<file path="src/rtl/quadrature_step_decoder.sv">
// Quadrature encoder front end: synchronize, glitch-filter and decode A/B/index
// into single-cycle up/down counter controls, plus a saturating illegal-step count.
module quadrature_step_decoder #(
    parameter int SYNC_STAGES = 2,
    parameter int FILT_LEN    = 3,
    parameter int ERR_W       = 8
) (
    input  logic             clk,
    input  logic             rst_n,
    input  logic             a_in,
    input  logic             b_in,
    input  logic             idx_in,
    input  logic             idx_arm,
    input  logic             clr_err,
    output logic             cnt_en,
    output logic             cnt_up,
    output logic             cnt_clr,
    output logic             err_pulse,
    output logic [ERR_W-1:0] err_cnt,
    output logic [1:0]       phase
);

    localparam int CW = (FILT_LEN > 1) ? $clog2(FILT_LEN) : 1;
    localparam logic [CW-1:0] RUN_MAX = CW'(FILT_LEN - 1);

    // Channel bit order everywhere: [2]=index, [1]=A, [0]=B
    logic [SYNC_STAGES-1:0][2:0] sync_q;
    logic [2:0]                  raw;
    logic [2:0]                  synced;
    logic [2:0]                  filt_q;
    logic [2:0]                  filt_d;
    logic [2:0][CW-1:0]          run_q;
    logic [2:0][CW-1:0]          run_d;

    logic [1:0]       phase_q;
    logic [1:0]       ab_new;
    logic [1:0]       diff;
    logic [1:0]       up_nxt;
    logic             step;
    logic             illegal;
    logic             idx_prev_q;
    logic             cnt_en_q;
    logic             cnt_up_q;
    logic             cnt_up_d;
    logic             cnt_clr_q;
    logic             cnt_clr_d;
    logic             err_pulse_q;
    logic [ERR_W-1:0] err_cnt_q;
    logic [ERR_W-1:0] err_cnt_d;

    assign raw    = {idx_in, a_in, b_in};
    assign synced = sync_q[SYNC_STAGES-1];

    always_comb begin
        filt_d = filt_q;
        run_d  = run_q;
        for (int i = 0; i < 3; i++) begin
            if (synced[i] == filt_q[i]) begin
                run_d[i] = '0;
            end else if (run_q[i] == RUN_MAX) begin
                filt_d[i] = synced[i];
                run_d[i]  = '0;
            end else begin
                run_d[i] = run_q[i] + CW'(1);
            end
        end
    end

    // Successor of the current phase in the A-leads (up) direction
    always_comb begin
        up_nxt = 2'b00;
        unique case (phase_q)
            2'b00: up_nxt = 2'b10;
            2'b10: up_nxt = 2'b11;
            2'b11: up_nxt = 2'b01;
            2'b01: up_nxt = 2'b00;
        endcase
    end

    assign ab_new  = filt_q[1:0];
    assign diff    = ab_new ^ phase_q;
    assign step    = diff[1] ^ diff[0];
    assign illegal = &diff;

    always_comb begin
        cnt_up_d  = step ? (ab_new == up_nxt) : cnt_up_q;
        cnt_clr_d = idx_arm & filt_q[2] & ~idx_prev_q;
        err_cnt_d = err_cnt_q;
        if (clr_err) begin
            err_cnt_d = '0;
        end else if (illegal && (err_cnt_q != {ERR_W{1'b1}})) begin
            err_cnt_d = err_cnt_q + ERR_W'(1);
        end
    end

    always_ff @(posedge clk or negedge rst_n) begin
        if (!rst_n) begin
            sync_q      <= '0;
            filt_q      <= '0;
            run_q       <= '0;
            phase_q     <= 2'b00;
            idx_prev_q  <= 1'b0;
            cnt_en_q    <= 1'b0;
            cnt_up_q    <= 1'b1;
            cnt_clr_q   <= 1'b0;
            err_pulse_q <= 1'b0;
            err_cnt_q   <= '0;
        end else begin
            sync_q      <= {sync_q[SYNC_STAGES-2:0], raw};
            filt_q      <= filt_d;
            run_q       <= run_d;
            phase_q     <= ab_new;
            idx_prev_q  <= filt_q[2];
            cnt_en_q    <= step;
            cnt_up_q    <= cnt_up_d;
            cnt_clr_q   <= cnt_clr_d;
            err_pulse_q <= illegal;
            err_cnt_q   <= err_cnt_d;
        end
    end

    assign cnt_en    = cnt_en_q;
    assign cnt_up    = cnt_up_q;
    assign cnt_clr   = cnt_clr_q;
    assign err_pulse = err_pulse_q;
    assign err_cnt   = err_cnt_q;
    assign phase     = phase_q;

endmodule

</file>
<file path="config.mk">
export PLATFORM = sky130hd
export DESIGN_NAME = quadrature_step_decoder
export DESIGN_NICKNAME = d
export VERILOG_FILES = /design/src/rtl/quadrature_step_decoder.sv
export SDC_FILE = /design/constraint.sdc
export NUM_CORES = 1
export LEC_CHECK = 0
export BUFFER_PORTS_ARGS = -buffer_cell sky130_fd_sc_hd__buf_2
export CORE_MARGIN = 2
export CORE_UTILIZATION = 55
export DETAILED_ROUTE_END_ITERATION = 10
export PLACE_DENSITY = 0.86
export SLEW_MARGIN = 40
export SYNTH_ARGS = -nofsm -noshare
export SYNTH_HDL_FRONTEND = slang
export SYNTH_SLANG_ARGS = --single-unit
</file>
<file path="constraint.sdc">
create_clock -name clk -period 2.8 [get_ports clk]
set_input_delay 0.84 -clock clk [delete_from_list [all_inputs] [get_ports clk]]
set_output_delay 0.84 -clock clk [all_outputs]
set_load 0.005 [all_outputs]
</file>
# Word-level counts from Yosys, hierarchy flattened
# Index checks and enable logic that the tools add are counted.
[totals] ff_bits=30 inputBits=7 out_inout_bits=14 word_cells=54
[classes] addsub=4 n_eq_ne=11 muxes=9 n_bitwise=8 reduce_logical=7
[op_table] op="$mux W8" count=2
[op_table] op="$mux W2" count=6
[op_table] op="$eq A2 B2 Y1 const B" count=5
[op_table] op="$add A8 B1 Y8 const B" count=1
[op_table] op="$ne A8 B8 Y1 const B" count=1
[op_table] op="$pmux W2 S4" count=1
[op_table] op="$reduce_and A2 Y1" count=4
[op_table] op="$add A2 B1 Y2 const B" count=3
[op_table] op="$not A1 Y1" count=4
[op_table] op="$eq A1 B1 Y1" count=3
[op_table] op="$and A1 B1 Y1" count=2
[op_table] op="$eq A2 B1 Y1 const B" count=1
[op_table] op="$eq A2 B2 Y1" count=1
[op_table] op="$logic_not A2 Y1" count=1
[op_table] op="$reduce_bool A2 Y1" count=1
[op_table] op="$xor A2 B2 Y2" count=1
[op_table] op="$logic_and A1 B1 Y1" count=1
[op_table] op="$xor A1 B1 Y1" count=1

# Longest topological paths before layout
# Gate-level depths: netlist of run 1.
[logic_depth] depth_word=5 ltp_mapped=6 mapped_depth_nobuf=5

# Worst setup path after synthesis of run 1
# No wires, ideal clock.
[synth_timing] kind="reg-to-reg" startpoint="reg filt_q[1]" endpoint="reg err_cnt_q[3], in the netlist err_cnt[3]" setup_time_ns=0.125 t_arrival_ns=1.413 required_ns=2.675 slack_ns=1.261 path_stages_with_launch=7 n_path_buf=1 synth_period_minus_slack_ns=1.539 path_cell_list="dfrtp_1 xor2_1 ha_1 buf_4 nand4_1 a21oi_2 mux2_4"
[synth_between] elab_chain_len=4
[synth_rtl] item="from (decl)" line_no="30" text="logic [2:0] filt_q;"
[synth_rtl] item="from (signal assigned)" line_no="110" text="filt_q <= filt_d;"
[synth_rtl] item="$xor A2 B2 Y2" line_no="81" text="assign diff = ab_new ^ phase_q;"
[synth_rtl] item="$reduce_and A2 Y1" line_no="83" text="assign illegal = &diff;"
[synth_rtl] item="net illegal" line_no="40" text="logic illegal;"
[synth_rtl] item="$logic_and A1 B1 Y1" line_no="91" text="end else if (illegal && (err_cnt_q != {ERR_W{1'b1}})) begin"
[synth_rtl] item="$reduce_bool A2 Y1 (no source line)"
[synth_rtl] item="to (signal assigned)" line_no="118" text="err_cnt_q <= err_cnt_d;"
[synth_rtl] item="to (decl)" line_no="48" text="logic [ERR_W-1:0] err_cnt_q;"
# The timed path passes the listed nets, and every way through them passes these cells.
# A chain may end at the register's enable or synchronous reset.

# Worst setup path in the final report of run 1
[layout_timing] startpoint="reg cnt_up_q, in the netlist cnt_up" endpoint="out cnt_up"
[layout_rtl] item="from (decl)" line_no="43" text="logic cnt_up_q;"
[layout_rtl] item="from (signal assigned)" line_no="115" text="cnt_up_q <= cnt_up_d;"
[layout_rtl] item="to (decl)" line_no="16" text="output logic cnt_up,"
# No word-level cell between the ends.

==> results of run 1 <==
==> synthesized netlist by cell type, types with 3 or more instances <==
master / instances
xor2_1: 3
nor2_1: 3
dfrtp_1: 29
nand2b_1: 4
nand3_1: 3
xnor2_1: 4
nor3_1: 7
a21oi_1: 3
nor3b_1: 3
mux2_2: 3
nor2b_1: 3
==> through the flow <==
stage	instances	setup WS (ns)	util, %
finish	147	0.982	64.8
global route	147	0.904	64.8
CTS	147	0.967	64.8
detailed placement	139	1.07	61.9
global placement	139	1.17	61.9
floorplan	94	1.26	-
==> cell usage in the layout, fill, tap and decap left out <==
cell	n
a21oi_1	3
a311oi_1	1
a21oi_2	1
buf_2	20
mux2_4	2
clkinv_2	1
and4_1	2
inv_1	2
nand2_1	2
a211oi_1	1
xnor2_1	4
clkbuf_4	5
nand3_1	3
nor3_1	7
nor4b_1	1
and3_2	1
and2b_2	1
dfrtp_1	29
o21ai_0	1
nor2b_1	3
mux2_2	3
nand4_1	1
clkinvlp_4	1
dfstp_2	1
xor2_1	3
mux2i_1	1
a31oi_1	1
nor4bb_1	1
clkbuf_8	1
nor3b_1	3
nor2_1	3
and3_1	1
a21boi_4	1
a41oi_1	2
nand2b_1	4
ha_1	2
==> registers in the layout, indices dropped and copies added (netlist names) <==
register    flops
synced          3
err_pulse       1
cnt_clr         1
cnt_en          1
run_q           6
filt_q          3
phase           2
idx_prev_q      1
err_cnt         8
sync_q          3
cnt_up          1
==> path summary, 6_finish.rpt <==
kind / cells after the start / endpoint
max: 1 / cnt_up
min: 0 / synced[2]$_DFF_PN0_
max reg2reg: 5 / err_cnt[5]$_DFFE_PN0P_
min reg2reg: 0 / synced[2]$_DFF_PN0_
max in group asynchronous: 1 / err_cnt[6]$_DFFE_PN0P_
min in group asynchronous: 1 / sync_q[2]$_DFF_PN0_
==> per-layer routing <==
metal	global-route usage, %	vias up	routed length (um)
met5	0	-	0
met4	14.0	0	51
met3	7.89	5	101
met2	26.3	21	1010
met1	22.4	408	859
li1	-	381	-
==> area by class of cell <==
class | instances | area [sq um]
timing repair buffer | 20 | 100
sequential | 30 | 752
clock inverter | 2 | 12.5
clock buffer | 6 | 51.3
tap | 28 | 35.0
fill | 177 | 763
inverter | 2 | 7.51
multi-input combinational | 59 | 448
==> logic make-up after synthesis <==
| logic type | after synthesis | share of synthesized area [%] |
|---|---|---|
| AND/OR/NAND/NOR | 33 | 16.2 |
| adder cells (fa/ha/maj) | 2 | 2.02 |
| AO/OA/AOI/OAI | 11 | 7.07 |
| multiplexers | 6 | 5.96 |
| XOR/XNOR | 7 | 4.95 |
| flip-flops | 30 | 60.7 |
| buffers and inverters | 5 | 3.13 |
==> power groups by stage <==
stage | Clock, W | Sequential [W] | Combinational [W]
3_3_place_gp | 0 | 0.000653 | 0.000362
2_1_floorplan | 0 | 0.000648 | 0.000285
5_1_grt | 0.000303 | 0.000667 | 0.000428
3_5_place_dp | 0 | 0.000663 | 0.000382
4_1_cts | 0.000284 | 0.000653 | 0.000387
6_report | 0.000272 | 0.000651 | 0.000385
==> key figures, run 1 <==
Power
  • Sw Share: 32.5%
  • Int Power: 0.000883 W
  • Seq pwr share: 49.8%
  • Clk pwr share: 20.8%
  • Leak pwr: 0.658 nW
  • Combinational Power Share: 29.4%
  • Tot Pwr: 0.00131 W
  • Max VDD drop: 600 uV
  • PwrDens: 930 nW/um^2
  • P_sw: 0.000425 W

Logic synthesis
  • Leading post-synthesis cells by cell area: dfrtp_1 (59%), nor3_1 (2.8%), xnor2_1 (2.8%)
  • Syn Nets: 103
  • Synth Area per Inst: 13.2 sq um
  • Area leader, netlist: dfrtp_1
  • Synth Register Bits: 30
  • Async set-reset flop share out of synthesis: 100%
  • Post-synth EDFFs: 0
  • Post-synthesis sequential area ratio: 60.7%
  • Synth warn: 0
  • Prevailing post-synth register cell: dfrtp_1
  • Mapped cell area: 1240 sq um
  • Synth Instances: 94
  • Area share of the largest cell type after synthesis: 58.6%
  • Post-synth cell types: 34

Clocking
  • Root buffer cell: clkbuf_4
  • CTS H-Tree Depth: 2
  • CTS Sinks: 30
  • Reg clk slew, reported paths: 0.10 ns
  • CTS tree: done
  • Post-cts resize count: 0
  • CTS Buf Count: 5
  • Clk buf depth: 2
  • Post-CTS Setup Repair Bufs: 0
  • # hold bufs at CTS: 0
  • Clock Latency Late Sink: 0.33 ns

Place
  • Final HPWL DP: 1.42 mm
  • Gp weighted congestion: 0.823
  • Placement Cell Area: 1340 sq um
  • Port bufs: 20

Critical path
  • Cell at the slowest stage of the critical path: dfstp_2
  • Crit Reg-Reg Startpoint: filt_q[0]$_DFFE_PN0P_
  • CP Max Fanout: 2
  • Cell family with most CP delay: flip-flops
  • CP max stage delay: 0.54 ns
  • CP bufs+invs: 1
  • Crit path cell chain: buf_2
  • Critical path required time: 1.96 ns
  • Setup CP Type: register to output pin
  • Crit start category: register
  • Worst setup path startpoint: cnt_up$_DFFE_PN1P_
  • Reg-to-reg slack, setup: 1.07 ns
  • Worst endpoint data arrival time: 0.98 ns
  • CP Capture Type: output pin

Finish
  • P&R area growth vs syn: 13.5%
  • N_diodes: 0
  • Share of post-route cells with drive strength above 1: 31.9%
  • Final nets: 127
  • Final instance area: 1410 sq um

Outcome
  • Status: finished clean

Timing
  • Max Clock Skew: 0.00941 ns
  • Final hold slack: 0.362 ns
  • Rel. slew slack: 59.0%
  • Achievable Freq: 550 MHz
  • Final Hold Fails: 0
  • Fin crit share: 64.9%
  • Fin. max-slew vios: 0
  • Setup violators final: 0
  • Min Tclk post-route: 1.82 ns
  • RSZ-0062 raised after global routing: no
  • Setup tns final: 0 ns
  • Worst slew pin tran: 0.615 ns

Global route
  • Global-route wire length before repair: 3.35 mm
  • Tot GR Track Use: 18.6%
  • Initial antenna violation count: 0
  • Largest net degree at the start of global routing: 31
  • Number of global-route vias before repair: 750
  • Grt ovf: 0

Routing
  • Detailed Route WL: 2.02 mm
  • Drt first-iter violations: 16
  • DRC violations left: 0
  • Drt pass-1 iters: 4
  • Via density per instance: 5.54
  • DR WL/cell: 13.7 um
  • Final antenna-violating net count: 0
  • Vias after detailed routing: 815

Floorplanning
  • I/O pin total: 21
  • Die width: 51.5 um
  • Core footprint: 2170 sq um
  • Chip Height: 51.5 um
  • Initial Util: 57.1%
  • Die area: 2650 sq um
  • Row count: 17

Job
  • Maxcap violations: 0

Min path
  • Worst min path class: register to register
  • Hold_sp: sync_q[2]$_DFF_PN0_
Note: power is estimated with default switching activity, not from simulation.
==> inputs of run 2 (changes only) <==
ABC_AREA = 1   (was unset)
CORE_UTILIZATION = 49   (was 55)
PLACE_DENSITY = 0.82   (was 0.86)
clock period = 1.6 ns   (was 2.8 ns; I/O delays follow)
==> run 2 against run 1 <==
  * Combinational power rose by 93%
  * Via count up 14%
  * Final cell count up 24%
  * Largest cell class unchanged
  * Non-clock buffer count up 1
  * Sequential share of layout area down 3.6 points
  * Critical endpoint is now err_cnt[4]
  * Largest power group unchanged
  * Synthesized area increased by 3.0%
  * Critical path type unchanged
  * First-iteration DRC count is 69% lower
  * Clock power rose by 130%
==> key figures, run 2 <==
Outcome
  • Status: finished clean

Floorplanning
  • Initial Util: 51.5% (-5.6 points)
  • Chip Height: 55.0 um (+7.0%)
  • Die area: 3030 sq um (+14%)
  • Die width: 55.0 um (+7.0%)
  • Row count: 18 (+1)
  • I/O pin total: 21 (unchanged)
  • Core footprint: 2480 sq um (+14%)

Critical path
  • Critical path required time: 1.12 ns (-0.84 ns)
  • Setup CP Type: register to output pin
  • Crit start category: register
  • Crit Reg-Reg Startpoint: filt_q[1]$_DFFE_PN0P_
  • Cell family with most CP delay: flip-flops
  • CP Max Fanout: 7 (+5)
  • CP max stage delay: 0.52 ns (-0.02 ns)
  • Worst endpoint data arrival time: 1.02 ns (+0.04 ns)
  • Reg-to-Reg End: err_cnt[2]$_DFFE_PN0P_
  • Reg2reg path depth: 7 (+2)
  • Cell at the slowest stage of the critical path: dfrtp_1
  • Reg-to-reg slack, setup: 0.17 ns (-0.90 ns)
  • Critical path depth: 1 (unchanged)
  • Crit path cell chain: buf_2
  • CP Capture Type: output pin
  • CP bufs+invs: 1 (unchanged)

Routing
  • DR WL/cell: 11.9 um (-14%)
  • Vias after detailed routing: 927 (+14%)
  • Final antenna-violating net count: 0 (unchanged)
  • DRC violations left: 0 (unchanged)
  • Drt pass-1 iters: 5 (+1)
  • Drt first-iter violations: 5 (-11)
  • Detailed Route WL: 2.17 mm (+7.6%)
  • Via density per instance: 5.07 (-8.6%)

Finish
  • N_diodes: 0 (unchanged)
  • Final nets: 161 (+27%)
  • Fin cells: 183 (+24%)
  • Share of post-route cells with drive strength above 1: 26.8% (-5.1 points)
  • Fill cell count: 218 (+23%)
  • Most common cell after layout, fill and taps aside: dfrtp_1
  • Max reg flops: 8 (unchanged)
  • P&R area growth vs syn: 18.0%
  • Most frequent cells in the layout: dfrtp_1 (29), nand2_1 (21), buf_2 (20)

Clocking
  • Post-CTS Setup Repair Bufs: 0 (unchanged)
  • CTS H-Tree Depth: 2 (unchanged)
  • CTS Sinks: 30 (unchanged)
  • Clk buf depth: 2 (unchanged)
  • Root buffer cell: clkbuf_4
  • CTS tree: done
  • CTS Buf Count: 5 (unchanged)
  • Clock Latency Late Sink: 0.33 ns (about the same)
  • Post-cts resize count: 0 (unchanged)
  • Reg clk slew, reported paths: 0.09 ns (about the same)
  • # hold bufs at CTS: 0 (unchanged)

Logic synthesis
  • Post-synthesis sequential area ratio: 58.9% (-1.8 points)
  • Area share of the largest cell type after synthesis: 56.9% (-1.7 points)
  • Synth Area per Inst: 10.3 sq um (-22%)
  • Top-count cell post-synth: dfrtp_1
  • Synth Instances: 124 (+32%)
  • Mapped cell area: 1280 sq um (+3.0%)
  • Async set-reset flop share out of synthesis: 100% (unchanged)
  • Area leader, netlist: dfrtp_1
  • Post-synth cell types: 22 (-35%)
  • Post-synth EDFFs: 0 (unchanged)
  • Leading post-synthesis cells by cell area: dfrtp_1 (57%), nand2_1 (6.2%), nand3_1 (4.3%)
  • Prevailing post-synth register cell: dfrtp_1
  • Synth Register Bits: 30 (unchanged)
  • Commonest cells post-synth: dfrtp_1 (29), nand2_1 (21), inv_1 (14)
  • Synth warn: 0 (unchanged)
  • Syn Nets: 133 (+29%)

Place
  • Port bufs: 20 (unchanged)
  • Final HPWL DP: 1.64 mm (+15%)
  • Cells after DPL: 175 (+26%)
  • Gp weighted congestion: 0.912 (+11%)

Timing
  • Achievable Freq: 665 MHz
  • RSZ-0062 raised after global routing: no
  • Worst slew pin tran: 0.625 ns (+0.0107 ns)
  • Fin crit share: 94.0%
  • Rel. slew slack: 58.3% (-0.72 points)
  • Setup tns final: 0 ns (unchanged)
  • Setup violators final: 0 (unchanged)
  • Fin. max-slew vios: 0 (unchanged)
  • Max Clock Skew: 0.00594 ns (-0.00347 ns)
  • Final Hold Fails: 0 (unchanged)
  • Min Tclk post-route: 1.50 ns

Power
  • PwrDens: 1660 nW/um^2 (+78%)
  • Leak pwr: 0.778 nW (+18%)
  • Max VDD drop: 1180 uV (+97%)

Min path
  • Worst min path class: input pin to asynchronous set/reset pin

Global route
  • Global-route wire length before repair: 3.57 mm (+6.6%)
  • Grt ovf: 0 (unchanged)
  • Largest net degree at the start of global routing: 31 (unchanged)
  • Number of global-route vias before repair: 860 (+15%)
  • Initial antenna violation count: 0 (unchanged)
  • Tot GR Track Use: 17.7% (-0.92 points)

Job
  • Maxcap violations: 0 (unchanged)
-- run 2: changes by cell type in the layout (fill, tap and decap cells not counted), moves of 3 or more --
| cell | delta |
|---|---|
| nand2_1 | +19 |
| inv_1 | +12 |
| nand3_1 | +8 |
| nor2_1 | +6 |
| nand2b_1 | -4 |
| mux2_2 | -3 |
| nand2_2 | +3 |
| nor2_4 | +3 |
| nor2b_1 | -3 |
| nor3b_1 | -3 |
-- run 2: worst max-delay path by stage --
stage	from	endpoint	slack [ns]
CTS	err_cnt[4]$_DFFE_PN0P_	err_cnt[4]	0.1
detailed placement	filt_q[1]$_DFFE_PN0P_	err_cnt[2]$_DFFE_PN0P_	0.19
finish	err_cnt[4]$_DFFE_PN0P_	err_cnt[4]	0.1
floorplan	filt_q[1]$_DFFE_PN0P_	err_cnt[5]$_DFFE_PN0P_	0.19
global route	err_cnt[4]$_DFFE_PN0P_	err_cnt[4]	0.05
global placement	filt_q[1]$_DFFE_PN0P_	err_cnt[2]$_DFFE_PN0P_	0.25
-- run 2: cell type report --
| type | instances | area, sq um | share of cell area [%] |
|---|---|---|---|
| inverter | 16 | 60.1 | 3.99 |
| sequential | 30 | 752 | 49.9 |
| timing repair buffer | 21 | 108 | 7.14 |
| multi-input combinational | 78 | 464 | 30.8 |
| tap | 30 | 37.5 | 2.49 |
| clock inverter | 1 | 30.0 | 1.99 |
| clock buffer | 7 | 55.1 | 3.65 |
-- run 2: cells by family (layout without fill, tap and decap cells) --
kind of cell | after synthesis | count (layout) | share of synthesized area (%)
mux | 3 | 3 | 2.35
simple gates | 60 | 60 | 24.3
buf+inv | 16 | 45 | 4.71
fa+ha+maj | 2 | 2 | 1.96
xor+xnor | 8 | 8 | 5.49
flops | 30 | 30 | 58.9
compound gates | 5 | 5 | 2.25
-- run 2: stage by stage --
| stage | area (sq um) | hold WS [ns] | worst slack, ns | power [W] | util [%] |
|---|---|---|---|---|---|
| 6_report | 1510 | 0.160 | 0.0958 | 0.00250 | 60.8 |
| 2_1_floorplan | 1280 | 0.184 | 0.192 | 0.00162 | - |
| 3_5_place_dp | 1420 | 0.340 | 0.192 | 0.00189 | 57.4 |
| 3_3_place_gp | 1420 | 0.334 | 0.247 | 0.00183 | 57.4 |
| 4_1_cts | 1510 | 0.178 | 0.0993 | 0.00251 | 60.8 |
| 5_1_grt | 1510 | 0.186 | 0.0504 | 0.00267 | 60.8 |
-- run 2: report_power, final --
part           switching, W  total, W  internal [W]
Combinational      0.000408  0.000743      0.000335
Sequential         0.000160   0.00113      0.000972
Clock              0.000248  0.000621      0.000373
Total              0.000815   0.00250       0.00168
-- run 2: metal layers --
layer | vias to the layer above | wire (um) | GRT usage (%)
met5 | - | 0 | 0
met4 | 0 | 60 | 9.76
met3 | 8 | 134 | 8.33
met2 | 26 | 1080 | 28.4
met1 | 440 | 898 | 19.2
li1 | 453 | - | -
==> inputs of run 3 (changes only) <==
--- a/config.mk
+++ b/config.mk
@@ -8,7 +8,7 @@
 export ABC_AREA = 1
-export BUFFER_PORTS_ARGS = -buffer_cell sky130_fd_sc_hd__buf_2
 export CORE_MARGIN = 2
-export CORE_UTILIZATION = 49
+export CORE_UTILIZATION = 54
 export DETAILED_ROUTE_END_ITERATION = 10
-export PLACE_DENSITY = 0.82
+export DONT_BUFFER_PORTS = 1
+export PLACE_DENSITY = 0.8
 export SLEW_MARGIN = 40
==> constraint.sdc (replaced) <==
create_clock -name clk -period 1.6 [get_ports clk]
set_input_delay 0.4 -clock clk [delete_from_list [all_inputs] [get_ports clk]]
set_output_delay 0.4 -clock clk [all_outputs]
set_load 0.005 [all_outputs]
==> run 3 against run 2 <==
  * Sequential share of layout area increased by 3.5 points
  * Count of clock-buffer cells in the layout is 1 higher
  * Setup slack better by 0.074 ns
  * Combinational power shrank 14%
  * Via count shrank 5.6%
  * Clock skew increased by 0.0021 ns
  * Die area fell by 8.6%
  * Critical path depth is 6 higher
  * Global-route usage rose by 1.4 points
  * Power decreased by 9.9%
  * Critical path type is now register to register
  * Critical endpoint is now err_cnt[6]$_DFFE_PN0P_
==> key figures, run 3 (synthesized netlist as in run 2, its figures left out) <==
Global route
  • Number of global-route vias before repair: 851 (-1.0%)
  • Grt ovf: 0 (unchanged)
  • Tot GR Track Use: 19.1% (+1.4 points)
  • Initial antenna violation count: 0 (unchanged)
  • Largest net degree at the start of global routing: 31 (unchanged)
  • Global-route wire length before repair: 3.62 mm (+1.3%)

Critical path
  • Critical path required time: 1.82 ns (+0.70 ns)
  • Worst endpoint data arrival time: 1.65 ns (+0.63 ns)
  • CP Capture Type: register
  • CP Max Fanout: 5 (-2)
  • Crit start category: register
  • Reg-to-reg slack, setup: 0.17 ns (about the same)
  • Setup CP Type: register to register

Finish
  • Final instance area: 1410 sq um (-6.6%)
  • Max reg flops: 8 (unchanged)
  • Share of post-route cells with drive strength above 1: 15.6% (-11 points)
  • Most frequent cells in the layout: dfrtp_1 (29), nand2_1 (21), inv_1 (14)
  • Most common cell after layout, fill and taps aside: dfrtp_1
  • P&R area growth vs syn: 10.3%
  • Final nets: 143 (-11%)
  • N_diodes: 0 (unchanged)
  • Core Util, Final: 63.0% (+2.2 points)

Clocking
  • Clk buf depth: 2 (unchanged)
  • Root buffer cell: clkbuf_4
  • Post-cts resize count: 0 (unchanged)
  • CTS Buf Count: 5 (unchanged)
  • CTS Sinks: 30 (unchanged)
  • Reg clk slew, reported paths: 0.09 ns (about the same)
  • Clock Latency Late Sink: 0.32 ns (about the same)
  • CTS H-Tree Depth: 2 (unchanged)
  • CTS tree: done

Min path
  • Worst min path class: input pin to register

Floorplanning
  • I/O pin total: 21 (unchanged)
  • Core footprint: 2230 sq um (-9.8%)
  • Row count: 17 (-1)
  • Chip Height: 52.6 um (-4.4%)
  • Initial Util: 57.1% (+5.6 points)
  • Die width: 52.6 um (-4.4%)
  • Die area: 2770 sq um (-8.6%)

Routing
  • Detailed Route WL: 2.17 mm (about the same)
  • Vias after detailed routing: 875 (-5.6%)
  • Final antenna-violating net count: 0 (unchanged)
  • DR WL/cell: 13.3 um (+12%)
  • Via density per instance: 5.37 (+6.0%)
  • Drt pass-1 iters: 4 (-1)
  • DRC violations left: 0 (unchanged)
  • Drt first-iter violations: 20 (+15)

Timing
  • Setup tns final: 0 ns (unchanged)
  • RSZ-0062 raised after global routing: no
  • Worst slew pin tran: 0.307 ns (-0.319 ns)
  • Final Hold Fails: 0 (unchanged)
  • Fin crit share: 89.4% (-4.6 points)
  • Max Clock Skew: 0.00807 ns (+0.00214 ns)
  • Rel. slew slack: 79.4% (+21 points)
  • Fin. max-slew vios: 0 (unchanged)
  • Final WS setup: 0.170 ns (+0.0743 ns)
  • Min Tclk post-route: 1.43 ns (-0.0743 ns)
  • Achievable Freq: 699 MHz (+5.2%)
  • Setup violators final: 0 (unchanged)

Place
  • Pre-CTS WS: 0.183 ns (-0.00902 ns)
  • Placement Cell Area: 1320 sq um (-7.2%)
  • Port bufs: 0 (-100%)
  • Gp weighted congestion: 0.812 (-11%)
  • Final HPWL DP: 1.55 mm (-5.7%)

Power
  • Max VDD drop: 1030 uV (-13%)
  • Leak pwr: 0.683 nW (-12%)
  • PwrDens: 1600 nW/um^2 (-3.5%)
  • Tot Pwr: 0.00225 W (-9.9%)

Job
  • Maxcap violations: 0 (unchanged)

Outcome
  • Status: finished clean
run 3: final timing paths:
kind                                             from                endpoint  cells past startpoint
worst min-delay path                             a_in     sync_q[1]$_DFF_PN0_                      0
worst min register to register    sync_q[2]$_DFF_PN0_     synced[2]$_DFF_PN0_                      0
min in group asynchronous                       rst_n  err_cnt[3]$_DFFE_PN0P_                      2
worst max-delay path            filt_q[1]$_DFFE_PN0P_  err_cnt[6]$_DFFE_PN0P_                      7
max in group asynchronous                       rst_n      cnt_up$_DFFE_PN1P_                      2
worst max register to register  filt_q[1]$_DFFE_PN0P_  err_cnt[6]$_DFFE_PN0P_                      7
run 3: timing repair:
action	in CTS	in global routing
hold buffers	2	0
hold endpoints to repair	30	0
setup buffers	0	0
run 3: worst max-delay path: stages, from the launching register on:
cell and delay [ns]:
dfrtp_1 0.46, xor2_1 0.19, ha_1 0.24, buf_4 0.17, nand3_2 0.11, inv_2 0.05
nand2_1 0.06, nand2_1 0.05
run 3: area by class of cell:
| cell class | instances | area, sq um |
|---|---|---|
| tap | 28 | 35.0 |
| inverter | 16 | 60.1 |
| timing repair buffer | 3 | 37.5 |
| clock buffer | 8 | 58.8 |
| sequential | 30 | 752 |
| multi-input combinational | 78 | 464 |
| fill | 183 | 826 |
run 3: routing by layer:
layer  wire (um)  up-vias  track usage, %
met1         916      423            22.4
li1            -      417               -
met4          39        0            9.83
met3         179        6            8.29
met5           0        -               0
met2        1040       29            29.6
run 3: where the power goes:
group | switching (W) | internal (W) | total (W) | leakage [nW]
clock | 0.000237 | 0.000216 | 0.000453 | 0.0326
sequential | 0.000182 | 0.000974 | 0.00116 | 0.380
combinational | 0.000354 | 0.000287 | 0.000641 | 0.271
run 3: stage by stage:
step | hold slack [ns] | std cells
final | 0.0981 | 163
after global routing | 0.0635 | 163
after CTS | 0.0791 | 163
after detailed placement | 0.105 | 153
after global placement | 0.105 | 153
after floorplan | 0.104 | 124
